### src/rtl/csa42_row_accum.sv
// Row of WIDTH 4:2 carry-save compressor cells with a registered (ws,wc) output and valid/ready handshakes.
// Optional macro CSA42_RESOLVE_EN adds a resolved sum output (ws+wc).
module csa42_row_accum #(
    parameter int WIDTH = 8
) (
    input  logic             clk,
    input  logic             rst_n,
    input  logic             in_valid,
    output logic             in_ready,
    input  logic             mode,
    input  logic             clear,
    input  logic [WIDTH-1:0] a,
    input  logic [WIDTH-1:0] b,
    input  logic [WIDTH-1:0] c,
    input  logic [WIDTH-1:0] d,
    output logic             out_valid,
    input  logic             out_ready,
    output logic [WIDTH-1:0] ws,
    output logic [WIDTH-1:0] wc
`ifdef CSA42_RESOLVE_EN
    ,
    output logic [WIDTH-1:0] sum
`endif
);

    logic [WIDTH-1:0] ws_reg;
    logic [WIDTH-1:0] wc_reg;
    logic             out_valid_reg;

    logic [WIDTH-1:0] ws_next;
    logic [WIDTH-1:0] wc_next;
    logic [WIDTH-1:0] st_ws;
    logic [WIDTH-1:0] st_wc;
    logic [WIDTH-1:0] op_p;
    logic [WIDTH-1:0] op_q;
    logic [WIDTH-1:0] op_r;
    logic [WIDTH-1:0] op_t;
    logic [WIDTH-1:0] s1;
    logic [WIDTH-1:0] h_in;
    logic [WIDTH-2:0] h;
    logic [WIDTH-2:0] c2;
    logic             accept;

    assign in_ready = !out_valid_reg || out_ready;
    assign accept   = in_valid && in_ready;

    // A clear on the accepting beat makes the accumulator look empty for that beat.
    always_comb begin
        st_ws = clear ? '0 : ws_reg;
        st_wc = clear ? '0 : wc_reg;
        op_p  = a;
        op_q  = b;
        op_r  = c;
        op_t  = d;
        if (mode) begin
            op_r = st_ws << 1;
            op_t = st_wc << 1;
        end
    end

    assign h_in    = {h, 1'b0};
    assign wc_next = {c2, 1'b0};

    // The MSB cell's carries leave the word, so only its sum bits are formed.
    generate
        for (genvar gi = 0; gi < WIDTH; gi++) begin : g_cell
            if (gi == WIDTH - 1) begin : g_msb
                assign s1[gi]      = op_p[gi] ^ op_q[gi] ^ op_r[gi];
                assign ws_next[gi] = s1[gi] ^ op_t[gi] ^ h_in[gi];
            end else begin : g_full
                assign {h[gi], s1[gi]} = {1'b0, op_p[gi]} + {1'b0, op_q[gi]} + {1'b0, op_r[gi]};
                assign {c2[gi], ws_next[gi]} = {1'b0, s1[gi]} + {1'b0, op_t[gi]} + {1'b0, h_in[gi]};
            end
        end
    endgenerate

    always_ff @(posedge clk or negedge rst_n) begin
        if (!rst_n) begin
            ws_reg        <= '0;
            wc_reg        <= '0;
            out_valid_reg <= 1'b0;
        end else if (accept) begin
            ws_reg        <= ws_next;
            wc_reg        <= wc_next;
            out_valid_reg <= 1'b1;
        end else if (clear) begin
            ws_reg        <= '0;
            wc_reg        <= '0;
            out_valid_reg <= 1'b0;
        end else if (out_ready) begin
            out_valid_reg <= 1'b0;
        end
    end

    assign ws        = ws_reg;
    assign wc        = wc_reg;
    assign out_valid = out_valid_reg;

`ifdef CSA42_RESOLVE_EN
    assign sum = ws_reg + wc_reg;
`endif

endmodule

### config.mk
export PLATFORM = sky130hd
export DESIGN_NAME = csa42_row_accum
export DESIGN_NICKNAME = d
export VERILOG_FILES = /design/src/rtl/csa42_row_accum.sv
export SDC_FILE = /design/constraint.sdc
export NUM_CORES = 1
export LEC_CHECK = 0
export ABC_AREA = 1
export BUFFER_PORTS_ARGS = -buffer_cell sky130_fd_sc_hd__buf_2
export CAP_MARGIN = 15
export CELL_PAD_IN_SITES_DETAIL_PLACEMENT = 0
export CELL_PAD_IN_SITES_GLOBAL_PLACEMENT = 2
export CORE_AREA = 4 4 75 77
export CTS_BUF_LIST = sky130_fd_sc_hd__clkbuf_8
export DETAILED_ROUTE_END_ITERATION = 12
export DIE_AREA = 0 0 79 81
export PLACE_DENSITY_LB_ADDON = 0.2
export SYNTH_ARGS = -nofsm -noshare
export SYNTH_HDL_FRONTEND = slang
export SYNTH_SLANG_ARGS = --single-unit
### constraint.sdc
create_clock -name clk -period 2.5 [get_ports clk]
set_clock_uncertainty 0.1 [all_clocks]
set_input_delay 0.5 -clock clk [delete_from_list [all_inputs] [get_ports clk]]
set_output_delay 0.5 -clock clk [all_outputs]
set_load 0.01 [all_outputs]
==> flow_summary.ini, run 1 <==
[clock_tree]
clock_path_buffers = 2
clk_latency_ns = 0.25
clock-sinks = 17
cts_hold_repair.buffers = 0
tritoncts = done
htreeDepth = 1
root_buffer = clkbuf_8
path_clk_slew_ns = 0.07
numCtsBuffers = 3
cts_setup_buffers = 0
cts_resized = 0

[floorplanning]
die_w_um = 79
die_area_um2 = 6400
io_pins = 56
num_rows = 26
coreArea_um2 = 5010
initial_utilization = 0.248
die_y_um = 81

[route]
drcViolationCount = 0
drt_iter0_markers = 37
routed_wl_um = 3690
vias_per_cell = 4.27
dr.pass1.iters = 4
vias = 1233
drtAntennaViolNets = 0
wire_per_inst_um = 12.8

[power_and_ir_drop]
switchingPower_uw = 305
combPwrFrac = 0.355
p_sw_frac = 0.353
total_power_uw = 865
power_density_nw_per_um2 = 520
leakage_uw = 0.000986
clkPwrFrac = 0.238
internal_power_uw = 560
ir_worst_vdd_mv = 0.173
seq_power_share = 0.407

[min_path]
hp-class = input port to asynchronous set/reset pin

[sta]
slew_viol_final = 0
hold_viol_final = 0
fin_crit_ns = 2.15
slew_headroom = 0.727
rsz0062_at_grt = no
min_period_over_period = 0.859
setup_viol = 0
tns_ns = 0
fmax_ghz = 0.466
worst_slew_pin_slew_ns = 0.409

[placed_design]
dp.final_hpwl_um = 2940
placedInstanceArea_um2 = 1620
port_buffers = 55
dp.cells = 285
gp_congestion = 0.848

[critical_path]
path_class = input port to flop
slowest_delay_ns = 0.55
r2r_slack_ns = 0.55
crit_top_cell = nand2_1
crit_path_start_kind = input port
cp.arrival_ns = 2.22
crit_path_top_delay_cell = fa_1
crit-reg2reg-launch = ws[5]
r2r_cells = 8
critPathMaxFanout = 13
required_ns = 2.57
r2r-end = ws[6]
crit_chain = buf_2 -> inv_2 -> nand2_1 -> nand2_1 -> fa_1 -> fa_1 -> nand2_1 -> o21ai_0
critPathCaptureType = flop

[logic_synthesis]
ys_warn_count = 0
syn_inst = 162
netlist_area_um2 = 1240
ys_seq_area_frac = 0.343
ys_seq_elements = 17
ys_types = 13
synth_nets = 214
synth.avg_cell_area_um2 = 7.66

[grt]
grt_start_max_net_pins = 28
grt_pass1_wl_um = 5980
gr-total-overflow = 0
antenna_found_initial = 0
grt_pass1_vias = 1299
grt_usage = 0.119

[layout]
n_antenna_cell = 0
fin_nets = 272
layout-drive-gt1-share = 0.301
stdcell_count = 289
fin_area_um2 = 1660
area_growth_syn_to_layout_pct = 34.0

[outcome]
status = completed

[run]
maxCapViolations = 0
logic make-up (layout without fill, tap and decap cells):
kind of cell / count (synthesis) / in the layout / synth area share
AOI/OAI and AO/OA: 4 / 4 / 0.0161
adders and majority gates: 14 / 14 / 0.220
buffers and inverters: 22 / 79 / 0.0716
DFF: 17 / 17 / 0.343
and+or+nand+nor: 105 / 105 / 0.350
stage by stage:
stage	utilization	hold slack [ns]	setup slack, ns
5_1_grt	0.332	0.0930	0.259
6_report	0.332	0.0679	0.353
3_5_place_dp	0.323	0.363	0.0766
2_1_floorplan	-	0.104	0.207
4_1_cts	0.332	0.0861	0.342
3_3_place_gp	0.323	0.365	0.148
worst max path at each step:
stage	endpoint	from	cells past startpoint	slack, ns
final	ws[5]	mode	8	0.35
after global routing	ws[5]	mode	8	0.26
after CTS	ws[5]	mode	8	0.34
after detailed placement	ws[5]	mode	8	0.08
after global placement	ws[3]	mode	8	0.15
after floorplan	ws[5]	clear	8	0.21
layout make-up:
| cell class | instances | area, µm² |
|---|---|---|
| clock inverter | 1 | 3.75 |
| clock buffer | 3 | 41.3 |
| fill | 573 | 3350 |
| tap | 70 | 87.6 |
| multi-input combinational | 123 | 727 |
| inverter | 16 | 60.1 |
| sequential | 17 | 425 |
| timing repair buffer | 59 | 318 |
cell usage in the layout (no fill, tap or decap), drive strengths merged:
master | netlist | final
ha | 1 | 1
nor2 | 2 | 2
o21ai | 4 | 4
nand3 | 30 | 30
nand2 | 73 | 73
clkbuf | 3 | 3
fa | 13 | 13
buf | 3 | 59
inv | 16 | 17
dfrtp | 17 | 17
cell usage after synthesis:
cell type  number  area [µm²]
buf_2           2        10.0
buf_4           1        7.51
clkbuf_1        3        11.3
dfrtp_1        17         425
fa_1           13         260
ha_1            1        12.5
inv_1          13        48.8
inv_2           3        11.3
nand2_1        72         270
nand2_2         1        6.26
nand3_1        30         150
nor2_1          2        7.51
o21ai_0         4        20.0
worst max-delay path: cells and delay by family:
kind | cells | cell delay (ns)
AO/OA/AOI/OAI | 1 | 0.08
AND/OR/NAND/NOR | 3 | 0.21
adder cells (fa/ha/maj) | 2 | 1.03
buffers and inverters | 2 | 0.39
metal layers:
metal / global-route usage / vias to the layer above / wire (µm)
met1: 0.147 / 570 / 1640
met3: 0.0155 / 8 / 163
met2: 0.209 / 38 / 1810
met4: 0.0515 / 0 / 82
li1: - / 617 / -
met5: 0 / - / 0
power by group through the flow:
stage | logic [µW] | clock network [µW] | registers (µW)
after floorplan | 158 | 0 | 373
after global placement | 311 | 0 | 360
after detailed placement | 315 | 0 | 357
after CTS | 317 | 215 | 353
after global routing | 354 | 227 | 358
final | 307 | 206 | 352
No activity file was read; power rests on OpenSTA's default activity.
==> inputs of run 2 (changes only) <==
--- a/config.mk
+++ b/config.mk
@@ -14,7 +14,7 @@
 export CTS_BUF_LIST = sky130_fd_sc_hd__clkbuf_8
 export DETAILED_ROUTE_END_ITERATION = 12
 export DIE_AREA = 0 0 79 81
-export PLACE_DENSITY_LB_ADDON = 0.2
+export PLACE_DENSITY_LB_ADDON = 0.3
 export SYNTH_ARGS = -nofsm -noshare
 export SYNTH_HDL_FRONTEND = slang
 export SYNTH_SLANG_ARGS = --single-unit
==> run 2 against run 1 <==
Fmax is 1.2% lower. Design area is 0.15% higher. Sequential cell count stayed put. Cell count is 0.69% higher. Critical path depth stayed put. Worst setup slack worse by 0.026 ns. Global-route usage is 0.32 points higher. Via count is 2.4% lower. Clock power hardly changed. Critical endpoint unchanged. Largest power group unchanged.
==> flow_summary.ini, run 2 (same netlist as run 1, synthesis figures left out) <==
[critical_path]
r2r-end = ws[6]
path_class = input port to flop
crit_path_top_delay_cell = fa_1
r2r_cells = 8
required_ns = 2.53
crit_top_cell = nand2_1
startpoint = mode
critPathCaptureType = flop
cp.arrival_ns = 2.20
crit_chain = buf_2 -> inv_2 -> nand2_1 -> nand2_1 -> fa_1 -> fa_1 -> nand2_1 -> o21ai_0
r2r_slack_ns = 0.59
crit_path_start_kind = input port
crit-reg2reg-launch = ws[5]
cp-endpoint = ws[5]
slowest_delay_ns = 0.50
critPathMaxFanout = 14

[grt]
grt_pass1_vias = 1268
grt_usage = 0.122
grt_pass1_wl_um = 6150
antenna_found_initial = 0
grt_start_max_net_pins = 18
gr-total-overflow = 0

[floorplanning]
num_rows = 26
initial_utilization = 0.248
io_pins = 56
die_w_um = 79
die_y_um = 81
die_area_um2 = 6400
coreArea_um2 = 5010

[outcome]
status = completed

[sta]
min_period_over_period = 0.869
tns_ns = 0
rsz0062_at_grt = no
worst_slew_pin_slew_ns = 0.411
hold_viol_final = 0
slew_viol_final = 0
fmax_ghz = 0.460
setup_viol = 0
slew_headroom = 0.726
fin_crit_ns = 2.17

[placed_design]
dp.final_hpwl_um = 2960
dp.cells = 287
gp_congestion = 0.713
port_buffers = 55

[power_and_ir_drop]
ir_worst_vdd_mv = 0.165
power_density_nw_per_um2 = 518
leakage_uw = 0.000991
total_power_uw = 862

[route]
vias_per_cell = 4.13
routed_wl_um = 3640
dr.pass1.iters = 4
drt_iter0_markers = 32
wire_per_inst_um = 12.5
drcViolationCount = 0
drtAntennaViolNets = 0
vias = 1203

[clock_tree]
cts_setup_buffers = 0
cts_hold_repair.buffers = 0
clock_path_buffers = 2
numCtsBuffers = 3
clock-sinks = 17
cts_resized = 0
htreeDepth = 1
root_buffer = clkbuf_8
path_clk_slew_ns = 0.07
tritoncts = done
clk_latency_ns = 0.25

[layout]
n_antenna_cell = 0
final_cell_mix = nand2_1 (72), buf_2 (55), nand3_1 (30)
layout-drive-gt1-share = 0.308
fin_nets = 274
stdcell_count = 291
area_growth_syn_to_layout_pct = 34.2
layout_commonest_cell = nand2_1

[run]
maxCapViolations = 0

[min_path]
hp-class = input port to asynchronous set/reset pin
-- run 2: changes by cell type in the layout (fill, tap and decap cells not counted) --
cell    previous run  this run
buf_12             1         0
buf_4              3         6
-- run 2: report_power, final --
part / total (µW) / internal (µW) / switching, µW / leakage [µW]
clock network: 205 / 109 / 96.3 / 0.0000269
registers: 353 / 319 / 34.3 / 0.000221
logic: 304 / 131 / 173 / 0.000743
-- run 2: how the worst min path moves through the flow --
stage,to,start
after global routing,wc[7],rst_n
after floorplan,out_valid,rst_n
after CTS,wc[7],rst_n
after global placement,wc[7],rst_n
final,wc[7],rst_n
after detailed placement,wc[7],rst_n
-- run 2: stage by stage --
| step | area (µm²) | hold WS [ns] | utilization | setup slack, ns |
|---|---|---|---|---|
| final | 1670 | 0.0684 | 0.332 | 0.327 |
| after global routing | 1670 | 0.107 | 0.332 | 0.191 |
| after CTS | 1670 | 0.0812 | 0.332 | 0.292 |
| after detailed placement | 1620 | 0.354 | 0.323 | 0.0273 |
| after global placement | 1620 | 0.358 | 0.323 | 0.0371 |
| after floorplan | 1240 | 0.104 | - | 0.207 |
-- run 2: worst max-delay path: cells and delay by family --
family	cells	cell delay [ns]
buffers and inverters	2	0.41
adders and majority gates	2	0.97
AOI/OAI and AO/OA	1	0.07
and+or+nand+nor	3	0.24
-- run 2: cell type report --
cell class,instances,area [µm²]
Clock inverter,1,3.75
Clock buffer,3,41.3
Multi-Input combinational cell,123,727
Fill cell,588,3340
Inverter,16,60.1
Timing Repair Buffer,61,320
Tap cell,70,87.6
Sequential cell,17,425
-- run 2: per-layer routing --
layer / vias to the layer above / global-route usage / share of wire
met3: 4 / 0.0255 / 0.061
met2: 37 / 0.195 / 0.46
met4: 0 / 0.0361 / 0.012
met1: 540 / 0.168 / 0.46
li1: 622 / - / -
met5: - / 0 / 0
==> inputs of run 3 (changes only) <==
--- a/config.mk
+++ b/config.mk
@@ -9,11 +9,11 @@
 export BUFFER_PORTS_ARGS = -buffer_cell sky130_fd_sc_hd__buf_2
 export CAP_MARGIN = 15
 export CELL_PAD_IN_SITES_DETAIL_PLACEMENT = 0
-export CELL_PAD_IN_SITES_GLOBAL_PLACEMENT = 2
-export CORE_AREA = 4 4 75 77
+export CELL_PAD_IN_SITES_GLOBAL_PLACEMENT = 1
+export CORE_AREA = 4 4 67 69
 export CTS_BUF_LIST = sky130_fd_sc_hd__clkbuf_8
 export DETAILED_ROUTE_END_ITERATION = 12
-export DIE_AREA = 0 0 79 81
+export DIE_AREA = 0 0 71 73
 export PLACE_DENSITY_LB_ADDON = 0.3
 export SYNTH_ARGS = -nofsm -noshare
 export SYNTH_HDL_FRONTEND = slang
==> run 3 against run 2 <==
Cell count shrank 6.5%. Critical path type unchanged. Global-route usage up 2.6 points. Utilization up 9.2 points.
==> flow_summary.ini, run 3 (same netlist as run 1, synthesis figures left out) <==
[clock_tree]
clock_path_buffers = 2
cts_setup_buffers = 0
clock-sinks = 17
numCtsBuffers = 3
htreeDepth = 1
cts_hold_repair.buffers = 0
cts_resized = 0
root_buffer = clkbuf_8
tritoncts = done
clk_latency_ns = 0.26
path_clk_slew_ns = 0.08

[sta]
hold_viol_final = 0
setup_viol = 0
slew_headroom = 0.726
worst_slew_pin_slew_ns = 0.411
rsz0062_at_grt = no
fin_crit_ns = 2.16
fmax_ghz = 0.464
tns_ns = 0
min_period_over_period = 0.863
timing.final.ws_setup_ns = 0.343
slew_viol_final = 0

[layout]
area_growth_syn_to_layout_pct = 33.9
final_cell_mix = nand2_1 (72), buf_2 (55), nand3_1 (30)
fin_util = 0.425
fin_nets = 275
fill_cells = 427
layout-drive-gt1-share = 0.315
seq_area_um2 = 425
n_antenna_cell = 0
multi_input_area_um2 = 727
layout_commonest_cell = nand2_1

[grt]
use_met3 = 0.0289
grt_start_max_net_pins = 18
grt_pass1_vias = 1283
antenna_found_initial = 0
grtUsageMet1 = 0.203
gr-total-overflow = 0
grt_pass1_wl_um = 6070
top_usage_layer = met2
grt_use_met2 = 0.245
grt_usage = 0.148

[floorplanning]
num_rows = 23
io_pins = 56
die_w_um = 71
die_y_um = 73
coreArea_um2 = 3910
initial_utilization = 0.317
die_area_um2 = 5180

[critical_path]
required_ns = 2.60
cp.buffers_inverters = 3
crit_cells = 10
critPathCaptureType = flop
crit_top_cell = nand2_1
crit_path_top_delay_cell = fa_1
critPathMaxFanout = 9
slowest_delay_ns = 0.55
r2r_cells = 8
crit_chain = buf_2 -> inv_2 -> nand2_1 -> nand2_1 -> o21ai_0 -> fa_1 -> inv_1 -> fa_1 -> nand2_1 -> nand2_1
crit_path_start_kind = input port
path_class = input port to flop
cp.arrival_ns = 2.26
cp_top_family = adder cells

[route]
drt_iter0_markers = 41
drcViolationCount = 0
vias_per_cell = 4.64
vias = 1263
dr.pass1.iters = 4
wire_per_inst_um = 13.4
routed_wl_um = 3640
drtAntennaViolNets = 0

[run]
maxCapViolations = 0

[power_and_ir_drop]
total_power_uw = 883
leakage_uw = 0.000999
ir_worst_vdd_mv = 0.294
power_density_nw_per_um2 = 531

[placed_design]
dpl_worst_slack_ns = 0.0644
dp.final_hpwl_um = 2820
port_buffers = 55
gp_congestion = 0.766

[outcome]
status = completed

[min_path]
hp-class = input port to asynchronous set/reset pin
run 3: cell types whose count changed in the layout (fill, tap and decap cells not counted):
cell | previous run | this run
buf_12 | 0 | 1
inv_1 | 14 | 13
clkinv_2 | 0 | 1
run 3: worst paths after layout:
check	startpoint	end	slack (ns)
worst max-delay path	clear	ws[6]	0.34
worst min-delay path	rst_n	wc[7]	0.06
worst max register to register	ws[5]	ws[6]	0.51
worst min register to register	wc[7]	wc[7]	0.40
max in group asynchronous	rst_n	wc[2]	1.94
min in group clk	clear	out_valid	0.37
run 3: through the flow:
step,cells,hold slack (ns),cell area [µm²]
2_1_floorplan,162,0.104,1240
3_3_place_gp,268,0.360,1620
3_5_place_dp,268,0.364,1620
4_1_cts,272,0.0839,1660
5_1_grt,272,0.0934,1660
6_report,272,0.0627,1660
run 3: power by group:
group,total [µW],internal [µW],switching (µW)
clock network,217,111,106
logic,311,136,176
registers,355,318,36.3
total,883,565,318
run 3: final cells by class:
| cell class | instances | share of cell area |
|---|---|---|
| well taps | 50 | 0.0377 |
| clock buffers | 3 | 0.0248 |
| inverters | 16 | 0.0361 |
| clock inverters | 1 | 0.00301 |
| flip-flops and latches | 17 | 0.256 |
| multi-input cells | 123 | 0.438 |
| repair buffers | 62 | 0.205 |
run 3: metal layers:
| metal | part of all wire | vias up |
|---|---|---|
| met5 | 0 | - |
| met4 | 0.0052 | 0 |
| met1 | 0.45 | 608 |
| met2 | 0.49 | 31 |
| li1 | - | 622 |
| met3 | 0.053 | 2 |
